--- src/rtl/gate_bist_pkg.sv ---
// gate_bist_pkg: FSM state codes, vector count and golden gate model shared by the gate BIST.
package gate_bist_pkg;
    localparam logic [1:0] IDLE   = 2'd0;
    localparam logic [1:0] DRIVE  = 2'd1;
    localparam logic [1:0] SAMPLE = 2'd2;
    localparam logic [1:0] DONE   = 2'd3;
    localparam int NUM_VEC = 4;

    function automatic logic [2:0] expected(input logic x, input logic y);
        return {x & y, x | y, ~x};
    endfunction
endpackage

--- src/rtl/gate_bist_seq_if.sv ---
// gate_bist_seq_if: stimulus, gate responses and result signals of the gate BIST.
interface gate_bist_seq_if #(parameter int ERR_W = 4);
    logic             start;
    logic             x;
    logic             y;
    logic             and_in;
    logic             or_in;
    logic             not_in;
    logic             busy;
    logic             done;
    logic             pass;
    logic [ERR_W-1:0] err_count;
    logic [1:0]       fail_vec;
    logic [2:0]       fail_mask;

    modport master (output start, and_in, or_in, not_in,
                    input  x, y, busy, done, pass, err_count, fail_vec, fail_mask);
    modport slave  (input  start, and_in, or_in, not_in,
                    output x, y, busy, done, pass, err_count, fail_vec, fail_mask);
endinterface

--- src/rtl/gate_bist_chk.sv ---
// gate_bist_chk: compares returned gate outputs with the golden model and counts mismatched bits.
module gate_bist_chk
    import gate_bist_pkg::*;
(
    input  logic [1:0] xy,
    input  logic       and_in,
    input  logic       or_in,
    input  logic       not_in,
    output logic [2:0] mismatch,
    output logic [1:0] pop
);
    assign mismatch = {and_in, or_in, not_in} ^ expected(xy[1], xy[0]);
    assign pop = {1'b0, mismatch[0]} + {1'b0, mismatch[1]} + {1'b0, mismatch[2]};
endmodule

--- src/rtl/gate_bist_seq.sv ---
// gate_bist_seq: walks {x,y} through all four combinations, samples the gate outputs after a
// settle time and accumulates a saturating mismatch count plus the first failing vector.
module gate_bist_seq
    import gate_bist_pkg::*;
#(
    parameter int HOLD_CYCLES = 2,
    parameter int ERR_W       = 4
) (
    input logic           clk,
    input logic           rst,
    gate_bist_seq_if.slave bus
);
    localparam int HW = HOLD_CYCLES > 1 ? $clog2(HOLD_CYCLES) : 1;

    logic [1:0]       state;
    logic [HW-1:0]    hold;
    logic [1:0]       idx;
    logic [2:0]       mismatch;
    logic [1:0]       pop;
    logic [ERR_W+1:0] sum;
    logic [ERR_W-1:0] err_next;
    logic [ERR_W-1:0] err;
    logic [1:0]       fvec;
    logic [2:0]       fmask;
    logic             pass_r;

    gate_bist_chk u_chk (
        .xy      (idx),
        .and_in  (bus.and_in),
        .or_in   (bus.or_in),
        .not_in  (bus.not_in),
        .mismatch(mismatch),
        .pop     (pop)
    );

    // Two guard bits keep the carry visible so the counter can clamp at all-ones.
    assign sum      = {2'b00, err} + {{ERR_W{1'b0}}, pop};
    assign err_next = |sum[ERR_W+1:ERR_W] ? '1 : sum[ERR_W-1:0];

    always_ff @(posedge clk or posedge rst) begin
        if (rst) begin
            state  <= IDLE;
            hold   <= '0;
            idx    <= '0;
            err    <= '0;
            fvec   <= '0;
            fmask  <= '0;
            pass_r <= 1'b0;
        end else begin
            case (state)
                IDLE: if (bus.start) begin
                    state  <= DRIVE;
                    hold   <= '0;
                    idx    <= '0;
                    err    <= '0;
                    fvec   <= '0;
                    fmask  <= '0;
                    pass_r <= 1'b0;
                end
                DRIVE: begin
                    state <= hold == HW'(HOLD_CYCLES - 1) ? SAMPLE : DRIVE;
                    hold  <= hold == HW'(HOLD_CYCLES - 1) ? '0 : hold + 1'b1;
                end
                SAMPLE: begin
                    err    <= err_next;
                    fvec   <= (fmask == 3'b000 && mismatch != 3'b000) ? idx : fvec;
                    fmask  <= (fmask == 3'b000) ? mismatch : fmask;
                    pass_r <= idx == 2'(NUM_VEC - 1) && err_next == '0;
                    state  <= idx == 2'(NUM_VEC - 1) ? DONE : DRIVE;
                    idx    <= idx + 2'd1;
                end
                default: state <= IDLE;
            endcase
        end
    end

    // idx wraps to 0 on leaving the last SAMPLE, so {x,y} is already 00 in DONE and IDLE.
    assign bus.x         = idx[1];
    assign bus.y         = idx[0];
    assign bus.busy      = state == DRIVE || state == SAMPLE;
    assign bus.done      = state == DONE;
    assign bus.pass      = pass_r;
    assign bus.err_count = err;
    assign bus.fail_vec  = fvec;
    assign bus.fail_mask = fmask;
endmodule

--- src/flat_wrapper.sv ---
// flat-port wrapper written by rule: the top's interface ports become plain ports
module gate_bist_seq_flat import gate_bist_pkg::*;
#(
    parameter int HOLD_CYCLES = 2,
    parameter int ERR_W       = 4
)
  (clk, rst, bus_start, bus_and_in, bus_or_in, bus_not_in, bus_x, bus_y, bus_busy, bus_done, bus_pass, bus_err_count, bus_fail_vec, bus_fail_mask);
  gate_bist_seq_if #(.ERR_W(ERR_W)) bus_i ();
  input logic clk;
  input logic rst;
  input wire logic [$bits(bus_i.start)-1:0] bus_start;
  input wire logic [$bits(bus_i.and_in)-1:0] bus_and_in;
  input wire logic [$bits(bus_i.or_in)-1:0] bus_or_in;
  input wire logic [$bits(bus_i.not_in)-1:0] bus_not_in;
  output wire logic [$bits(bus_i.x)-1:0] bus_x;
  output wire logic [$bits(bus_i.y)-1:0] bus_y;
  output wire logic [$bits(bus_i.busy)-1:0] bus_busy;
  output wire logic [$bits(bus_i.done)-1:0] bus_done;
  output wire logic [$bits(bus_i.pass)-1:0] bus_pass;
  output wire logic [$bits(bus_i.err_count)-1:0] bus_err_count;
  output wire logic [$bits(bus_i.fail_vec)-1:0] bus_fail_vec;
  output wire logic [$bits(bus_i.fail_mask)-1:0] bus_fail_mask;
  assign bus_i.start = bus_start;
  assign bus_i.and_in = bus_and_in;
  assign bus_i.or_in = bus_or_in;
  assign bus_i.not_in = bus_not_in;
  assign bus_x = bus_i.x;
  assign bus_y = bus_i.y;
  assign bus_busy = bus_i.busy;
  assign bus_done = bus_i.done;
  assign bus_pass = bus_i.pass;
  assign bus_err_count = bus_i.err_count;
  assign bus_fail_vec = bus_i.fail_vec;
  assign bus_fail_mask = bus_i.fail_mask;
  gate_bist_seq #(.HOLD_CYCLES(HOLD_CYCLES), .ERR_W(ERR_W)) u_core (.clk(clk), .rst(rst), .bus(bus_i));
endmodule
--- config.mk ---
export PLATFORM = sky130hd
export DESIGN_NAME = gate_bist_seq_flat
export DESIGN_NICKNAME = d
export VERILOG_FILES = /design/src/rtl/gate_bist_pkg.sv /design/src/rtl/gate_bist_seq_if.sv /design/src/rtl/gate_bist_chk.sv /design/src/rtl/gate_bist_seq.sv /design/src/flat_wrapper.sv
export SDC_FILE = /design/constraint.sdc
export NUM_CORES = 1
export LEC_CHECK = 0
export BUFFER_PORTS_ARGS = -buffer_cell sky130_fd_sc_hd__buf_2
export CORE_UTILIZATION = 40
export CTS_CLUSTER_DIAMETER = 150
export CTS_CLUSTER_SIZE = 30
export DETAILED_ROUTE_END_ITERATION = 16
export PLACE_DENSITY = 0.66
export SLEW_MARGIN = 10
export SYNTH_ARGS = -nofsm -noshare
export SYNTH_HDL_FRONTEND = slang
export SYNTH_HIERARCHICAL = 1
export SYNTH_SLANG_ARGS = --single-unit
--- constraint.sdc ---
create_clock -name clk -period 2.81 [get_ports clk]
set_input_delay 0.562 -clock clk [delete_from_list [all_inputs] [get_ports clk]]
set_output_delay 0.562 -clock clk [all_outputs]
set_load 0.005 [all_outputs]
; Yosys cells after proc, flatten, opt, wreduce, memory -nomap -nowiden
; Index checks and enable logic that the tools add are counted.
[word_totals]
reg_bits = 15
in_bits = 6
out_inout_bits = 14
wordCells = 55
[classes]
add_sub_neg = 5
eq_ne = 7
n_mux = 18
bitwise_logic = 4
reduce_logical = 14
[op_table]
columns = operator, n
row1 = 2-bit two-way mux, 5
row2 = 4-bit two-way mux, 2
row3 = 2-bit case mux with 2 select lines, 2
row4 = 4-bit case mux with 2 select lines, 1
row5 = "2-bit equality test, second input constant", 3
row6 = 3-bit two-way mux, 2
row7 = 2-bit case mux with 3 select lines, 1
row8 = 3-bit case mux with 2 select lines, 1
row9 = 3-bit AND reduction, 2
row10 = 4-bit by 2-bit adder with 5-bit output, 1
row11 = 4-bit zero test, 1
row12 = "2-bit by 1-bit != test with 1-bit output, second input constant", 2
row13 = 1-bit case mux with 2 select lines, 2
row14 = 2-bit AND reduction, 2
row15 = 2-bit nonzero test, 2
row16 = 3-bit zero test, 1
row17 = 3-bit nonzero test, 1
row18 = 3-bit bitwise XOR, 1
row19 = 1-bit by 1-bit adder with 2-bit output, 1
row20 = 2-bit by 1-bit adder with 2-bit output, 1
row21 = "2-bit by 1-bit adder with 2-bit output, second input constant", 1
row22 = "2-bit by 1-bit equality test with 1-bit output, second input constant", 1
row23 = 1-bit logical AND, 2
row24 = 2-bit zero test, 1
row25 = other kinds (8), 9

; Longest topological paths before layout
; Gate-level depths: netlist of run 1.
[depth]
word_depth = 10
mapped_depth = 11
mapped_depth_nobuf = 11

; Cells and area by module
; Netlist of run 1, hierarchy kept.
[by_module_without_submodules]
columns = mod, instances, cells_per_inst, area_per_inst_um2, seq_area_each_um2
row1 = gate_bist_seq, 1, 86, 853.3, 375.4
row2 = gate_bist_chk, 1, 11, 85.1, 0.0

; Worst setup path before layout of run 1
; No wires, ideal clock.
[synth_timing]
kind = register to register
from = register u_core.idx[1]
to = register u_core.pass_r (netlist: u_core/bus.pass)
setup_time_ns = 0.110
t_arrival_ns = 2.336
required_ns = 2.700
slack_ns = 0.364
stages_incl_launch_ff = 11
n_path_buf = 0
period_less_slack_ns = 2.446
cell_sequence = dfrtp_1 -> nor2_2 -> xor2_1 -> fa_1 -> inv_1 -> ha_1 -> inv_1 -> fa_1 -> nor3_1 -> a21oi_1 -> o41ai_1
[synth_via]
elab_chain_cells = 10
word_cells_on_any_way = 13
cone_classes = 3 x add/sub / 1 x eq/ne / 2 x mux / 4 x bitwise / 3 x reduce/logical
[synth_lines]
columns = element, line_no
row1 = from (decl), gate_bist_seq.sv:17  ; logic [1:0] idx;
row2 = from (signal assigned), gate_bist_seq.sv:70  ; idx <= idx + 2'd1;
row3 = 1-bit bitwise OR / 1-bit inverter (equally long branches), gate_bist_pkg.sv:10  ; return {x & y, x | y, ~x};
row4 = 3-bit bitwise XOR (*), gate_bist_chk.sv:12  ; assign mismatch = {and_in, or_in, not_in} ^ expected(xy[1], xy[0]);
row5 = 1-bit by 1-bit adder with 2-bit output, gate_bist_chk.sv:13  ; assign pop = {1'b0, mismatch[0]} + {1'b0, mismatch[1]} + {1'b0, mismatch[2]};
row6 = 2-bit by 1-bit adder with 2-bit output (*), gate_bist_chk.sv:13
row7 = via u_core.pop[0], gate_bist_seq.sv:19  ; logic [1:0] pop;
row8 = 4-bit by 2-bit adder with 5-bit output (*), gate_bist_seq.sv:37  ; assign sum = {2'b00, err} + {{ERR_W{1'b0}}, pop};
row9 = 2-bit OR reduction, gate_bist_seq.sv:38  ; assign err_next = |sum[ERR_W+1:ERR_W] ? '1 : sum[ERR_W-1:0];
row10 = 4-bit two-way mux (*), gate_bist_seq.sv:38
row11 = 4-bit zero test (*), gate_bist_seq.sv:68  ; pass_r <= idx == 2'(NUM_VEC - 1) && err_next == '0;
row12 = 1-bit logical AND (*), gate_bist_seq.sv:68
row13 = 1-bit case mux with 2 select lines (*), gate_bist_seq.sv:50  ; case (state)
row14 = to (signal assigned), gate_bist_seq.sv:48  ; pass_r <= 1'b0;
row15 = to (signal assigned), gate_bist_seq.sv:58  ; pass_r <= 1'b0;
row16 = to (signal assigned), gate_bist_seq.sv:68
row17 = to (decl), gate_bist_seq.sv:25  ; logic pass_r;
; The timed path passes the listed nets; every way through them passes the cells marked *.
; A chain may end at the register's enable or synchronous reset.

; Final worst setup path of run 1
; Ends and elaborated chain as after synthesis.

==> results of run 1 <==
## layout make-up
class / instances / area, µm²
well taps: 28 / 35.0
multi-input cells: 67 / 518
fillers: 209 / 1100
inverters: 13 / 48.8
flip-flops and latches: 15 / 377
clock buffers: 4 / 26.3
repair buffers: 20 / 103
## routing by layer
layer  global-route usage, %  vias up  share of wire [%]
li1                        -      376                  -
met1                    20.9      346                 47
met2                    28.2       20                 47
met3                    2.73        4                4.4
met4                    5.56        0                1.5
met5                       0        -                  0
## stage by stage
| step | setup WS (ns) | hold WS (ns) | total power (µW) | std cells | area [µm²] |
|---|---|---|---|---|---|
| 2_1_floorplan | 0.364 | 0.463 | 755 | 97 | 938 |
| 3_3_place_gp | 0.199 | 0.474 | 896 | 143 | 1070 |
| 3_5_place_dp | 0.0642 | 0.487 | 917 | 143 | 1070 |
| 4_1_cts | 0.0114 | 0.344 | 1040 | 147 | 1090 |
| 5_1_grt | 0.0569 | 0.371 | 1140 | 147 | 1110 |
| 6_report | 0.170 | 0.326 | 1040 | 147 | 1110 |
## synth_stat cells, types with 3 or more instances
cell     count  area, µm²
o21ai_0      5       25.0
inv_1       13       48.8
a21oi_1      5       25.0
ha_1         7       87.6
xor2_1       3       26.3
nand2_1     14       52.6
a32o_1       3       30.0
dfrtp_1     15        375
## report_power, final
group / internal, µW / switching (µW)
Combinational: 265 / 318
Sequential: 278 / 61.1
Clock: 54.9 / 64.5
Total: 598 / 443
## placed cells by master, fill, tap and decap left out, types with 2 or more instances in the layout
cell and instances:
dfrtp_1 14, xnor2_1 2, o21ai_0 5, a21o_1 2, nand2b_1 2, inv_1 13
clkbuf_4 3, a32o_1 3, ha_1 7, fa_1 2, o22ai_1 2, buf_2 19
mux2i_1 2, a21oi_1 5, xor2_1 3, nand2_1 14
## kinds of logic (layout without fill, tap and decap cells)
| group | after synthesis | count (layout) | synth area share [%] |
|---|---|---|---|
| xor gates and xnor gates | 5 | 5 | 4.67 |
| buffers and inverters | 15 | 37 | 6.13 |
| and+or+nand+nor | 26 | 26 | 14.7 |
| AOI/OAI and AO/OA | 24 | 24 | 17.3 |
| adders and majority gates | 9 | 9 | 13.6 |
| DFF | 15 | 15 | 40.0 |
| muxes | 3 | 3 | 3.60 |
## final timing paths
path	startpoint	end	cells after the start	slack [ns]
max in group asynchronous	rst	u_core/idx[1]$_DFFE_PP0P_	2	2.08
worst min register to register	u_core/bus.pass$_DFFE_PP0P_	u_core/bus.pass$_DFFE_PP0P_	2	0.51
worst max register to register	u_core/idx[1]$_DFFE_PP0P_	u_core/bus.pass$_DFFE_PP0P_	10	0.17
worst max-delay path	u_core/idx[1]$_DFFE_PP0P_	u_core/bus.pass$_DFFE_PP0P_	10	0.17
worst min-delay path	rst	u_core/bus.fail_mask[2]$_DFFE_PP0P_	2	0.33
min in group clk	u_core/bus.pass$_DFFE_PP0P_	u_core/bus.pass$_DFFE_PP0P_	2	0.51
## registers in the layout (all words and copies together), names as in the netlist
name,cells
u_core/hold,1
u_core/bus.pass,1
u_core/bus.err_count,4
u_core/state,2
u_core/idx,2
u_core/bus.fail_vec,2
u_core/bus.fail_mask,3
## timing repair
action	4_1_cts	5_1_grt
resized for setup	0	3
setup endpoints to repair	0	1
hold buffers	0	0
==> results.ini, run 1 <==
[sta]
hold_viol=0
fin_crit_sh_pct=93.9
skew_ns=0.00505
max_clock_freq_mhz=379
finalSetupViolCount=0
rsz0062_at_grt=false
tns_ns=0
drv_slew=0
tightest_slew_ns=0.575
finalCriticalPeriod_ns=2.64
relSlewSlack_pct=61.6

[floorplan]
initial_core_util_pct=42.4
rows=17
die_x_um=50.4
io_pins=20
die_h_um=50.4
fp.dieArea_um2=2540
core-area_um2=2210

[critical_path]
cp_top_family=adder cells
start_kind=flip-flop
cpPeakStageDelay_ns=0.47
path_class=flip-flop to flip-flop
crit_required_ns=2.97
cp_max_fo=7
worst-path-buf-inv=2
crit_path_top_delay_cell=dfrtp_2
worstPathCellList=nor2_2 > xor2_1 > fa_1 > inv_1 > ha_1 > inv_1 > fa_1 > nor3_2 > a21oi_1 > o41ai_2
critical_path.endpoint_type=flip-flop
arrival_ns=2.80

[pwr]
vdd_drop_max_uv=435
power_density_nw_per_um2=941
p_leak_uw=0.000577

[clock_tree]
cts_tree=done
clk_pin_slew_ns=0.09
htreeDepth=1
numCtsBuffers=3
worstSkewPairLatency_ns=0.27
postCtsSetupRepairBufs=0
clk_path_buf_depth=2
clock-sinks=15
clockRootBuffer=clkbuf_4

[finish]
nNetsFinal=135
final_layout_size_suffix_gt1_share_pct=25.2
n_antenna_cell=0
areaGrowthSynthToFinish_pct=18.0
fin_util_pct=50.1

[synth]
syn-cell-area_um2=938
synth.distinct_cells=34
seq_area_frac_synth_pct=40.0
ys_seq_elements=15
synthArstFlopShare_pct=100
synth_edf_count=0
synthCells=97
syn_avg_cell_area_um2=9.67
syn-num-nets=112
ys.flop_type=dfrtp_1
yosysWarnings=6

[routing]
drc=0
drtAntennaViolNets=0
dr.first_iter.drc_count=18
wirelength_mm=1.91
firstDrtPassIters=4
vias=746
viasPerCell=5.07
routedWlPerCell_um=13.0

[placement]
port_buffers=19
hpwl_mm=1.43
gp_congestion=0.790

[global_route]
grt_max_degree=16
grt_pass1_wl_mm=3.16
antenna_found_initial=0
grt_pass1_vias=767
grt_usage_pct=16.5
grt_overflow=0

[job]
cap_viol_max_count=0

[min_path]
holdCritPathClass=input port to async pin

[status]
outcome=finished, final reports clean

(Power assumes the default switching activity.)
==> run 2, diff against run 1 <==
--- a/config.mk
+++ b/config.mk
@@ -10,7 +10,7 @@
 export CTS_CLUSTER_DIAMETER = 150
 export CTS_CLUSTER_SIZE = 30
 export DETAILED_ROUTE_END_ITERATION = 16
-export PLACE_DENSITY = 0.66
+export PLACE_DENSITY = 0.68
 export SLEW_MARGIN = 10
 export SYNTH_ARGS = -nofsm -noshare
 export SYNTH_HDL_FRONTEND = slang
==> constraint.sdc (replaced) <==
create_clock -name clk -period 2.4 [get_ports clk]
set_input_delay 0.48 -clock clk [delete_from_list [all_inputs] [get_ports clk]]
set_output_delay 0.48 -clock clk [all_outputs]
set_load 0.005 [all_outputs]
==> run 2 against run 1 <==
Compared with the run above: the flow now finishes with violations (negative setup slack); routed wire length increased by 10%; total power grew 33%; non-clock buffer count up 12; clock-buffer cell count unchanged; critical path depth unchanged; register-to-register slack worse by 0.32 ns; critical path type unchanged.
==> results.ini, run 2 (synthesis results as in run 1) <==
[routing]
routedWlPerCell_um=13.2
wirelength_mm=2.10
vias=817
viasPerCell=5.14
firstDrtPassIters=4
drc=0
dr.first_iter.drc_count=4
drtAntennaViolNets=0

[critical_path]
path_class=flip-flop to flip-flop
reg2reg_to=u_core/bus.pass$_DFFE_PP0P_
rrSetupSlack_ns=-0.15
crit_path_top_delay_cell=dfrtp_2
reg2reg_depth=10
arrival_ns=2.73
crit_top_cell=inv_2
critical_path.endpoint_type=flip-flop
cp_max_fo=5
r2r_start=u_core/idx[1]$_DFFE_PP0P_
worstPathCellList=nor2_4 > xor2_2 > fa_1 > inv_2 > ha_4 > inv_2 > fa_2 > nor3_4 > a21oi_2 > o41ai_2
start_kind=flip-flop
crit_required_ns=2.58
cpPeakStageDelay_ns=0.47

[global_route]
grt_pass1_wl_mm=3.37
grt_overflow=0
antenna_found_initial=0
grt_pass1_vias=791
grt_usage_pct=17.9
grt_max_degree=16

[clock_tree]
hold_buffers=0
clock-sinks=15
worstSkewPairLatency_ns=0.28
clockRootBuffer=clkbuf_4
htreeDepth=1
numCtsBuffers=3
clk_pin_slew_ns=0.09
cts_tree=done
clk_path_buf_depth=2

[min_path]
holdCritPathClass=input port to async pin

[floorplan]
core-area_um2=2210
rows=17
die_h_um=50.4
die_x_um=50.4
initial_core_util_pct=42.4
io_pins=20
fp.dieArea_um2=2540

[finish]
nNetsFinal=147
areaGrowthSynthToFinish_pct=33.9
final_common_cell=buf_2
mostFrequentLayoutCells=buf_2 (19), buf_4 (13), nand2_1 (13), dfrtp_1 (13), inv_1 (10)
largest_reg_flops=4
final_layout_size_suffix_gt1_share_pct=41.2
n_antenna_cell=0
stdcell_count=159
n_fill_cell=214

[pwr]
power_density_nw_per_um2=1100
vdd_drop_max_uv=621
design_power_total_uw=1390
p_leak_uw=0.000634

[status]
violations=negative setup slack
outcome=complete, but fails checks

[sta]
fin_ws_ns=-0.150
rsz0062_at_grt=true
finalSetupViolCount=4
relSlewSlack_pct=60.0
tightest_slew_ns=0.599
hold_viol=0
max_clock_freq_mhz=392
drv_slew=0
finalCriticalPeriod_ns=2.55
fin_crit_sh_pct=106
skew_ns=0.00283

[placement]
port_buffers=19
gp_congestion=0.806
hpwl_mm=1.49
dp.cells=151

[job]
cap_viol_max_count=0

[run 2: changes by cell type in the layout (fill, tap and decap cells not counted), sizes merged]
cell and change:
buf +12
[run 2: area by class of cell]
| type | count | area, µm² | area share [%] |
|---|---|---|---|
| multi-input cells | 67 | 576 | 45.8 |
| clock buffers | 4 | 26.3 | 2.09 |
| flip-flops and latches | 15 | 378 | 30.1 |
| inverters | 13 | 48.8 | 3.88 |
| repair buffers | 32 | 193 | 15.3 |
| well taps | 28 | 35.0 | 2.79 |
[run 2: metrics by stage]
step	area [µm²]	TNS (ns)	hold WS, ns	utilization [%]	setup WS (ns)
after floorplan	943	0	0.381	-	0.0252
after global placement	1130	-0.324	0.467	51.2	-0.144
after detailed placement	1130	-0.484	0.473	51.2	-0.170
after CTS	1170	-0.310	0.265	52.8	-0.111
after global routing	1260	-1.10	0.285	56.8	-0.298
final	1260	-0.468	0.251	56.8	-0.150
[run 2: worst max-delay path, delay by kind of cell (launching register included)]
family                   cells  cell delay [ns]
AND/OR/NAND/NOR              2             0.37
adder cells (fa/ha/maj)      3             0.98
flip-flops                   1             0.47
buffers and inverters        2             0.12
XOR/XNOR                     1             0.17
AO/OA/AOI/OAI                2             0.34
[run 2: worst max path at each step]
stage,startpoint,to,slack (ns),cells after the start
after floorplan,u_core/idx[1]$_DFFE_PP0P_,u_core/bus.pass$_DFFE_PP0P_,0.03,9
after global placement,bus_not_in,u_core/bus.pass$_DFFE_PP0P_,-0.14,9
after detailed placement,bus_not_in,u_core/bus.pass$_DFFE_PP0P_,-0.17,9
after CTS,u_core/idx[1]$_DFFE_PP0P_,u_core/bus.pass$_DFFE_PP0P_,-0.11,9
after global routing,u_core/idx[1]$_DFFE_PP0P_,u_core/bus.pass$_DFFE_PP0P_,-0.30,10
final,u_core/idx[1]$_DFFE_PP0P_,u_core/bus.pass$_DFFE_PP0P_,-0.15,10
[run 2: repair_timing]
item / CTS / global route
setup endpoints to repair: 4 / 5
buffers inserted: 0 / 5
resized for setup: 2 / 16
pin swaps: 0 / 9
[run 2: report_power, final]
part           total, µW  leakage, µW  switching [µW]  internal, µW
clock                145    0.0000150            80.2          64.6
combinational        839     0.000418             429           411
sequential           402     0.000201            75.9           326
total               1390     0.000634             585           802
[run 2: routing by layer]
| metal | vias to the layer above | global-route usage, % | wire length [µm] |
|---|---|---|---|
| met5 | - | 0 | 0 |
| met4 | 0 | 9.72 | 23 |
| met3 | 4 | 2.73 | 86 |
| met2 | 21 | 29.3 | 1020 |
| met1 | 388 | 22.5 | 965 |
| li1 | 404 | - | - |
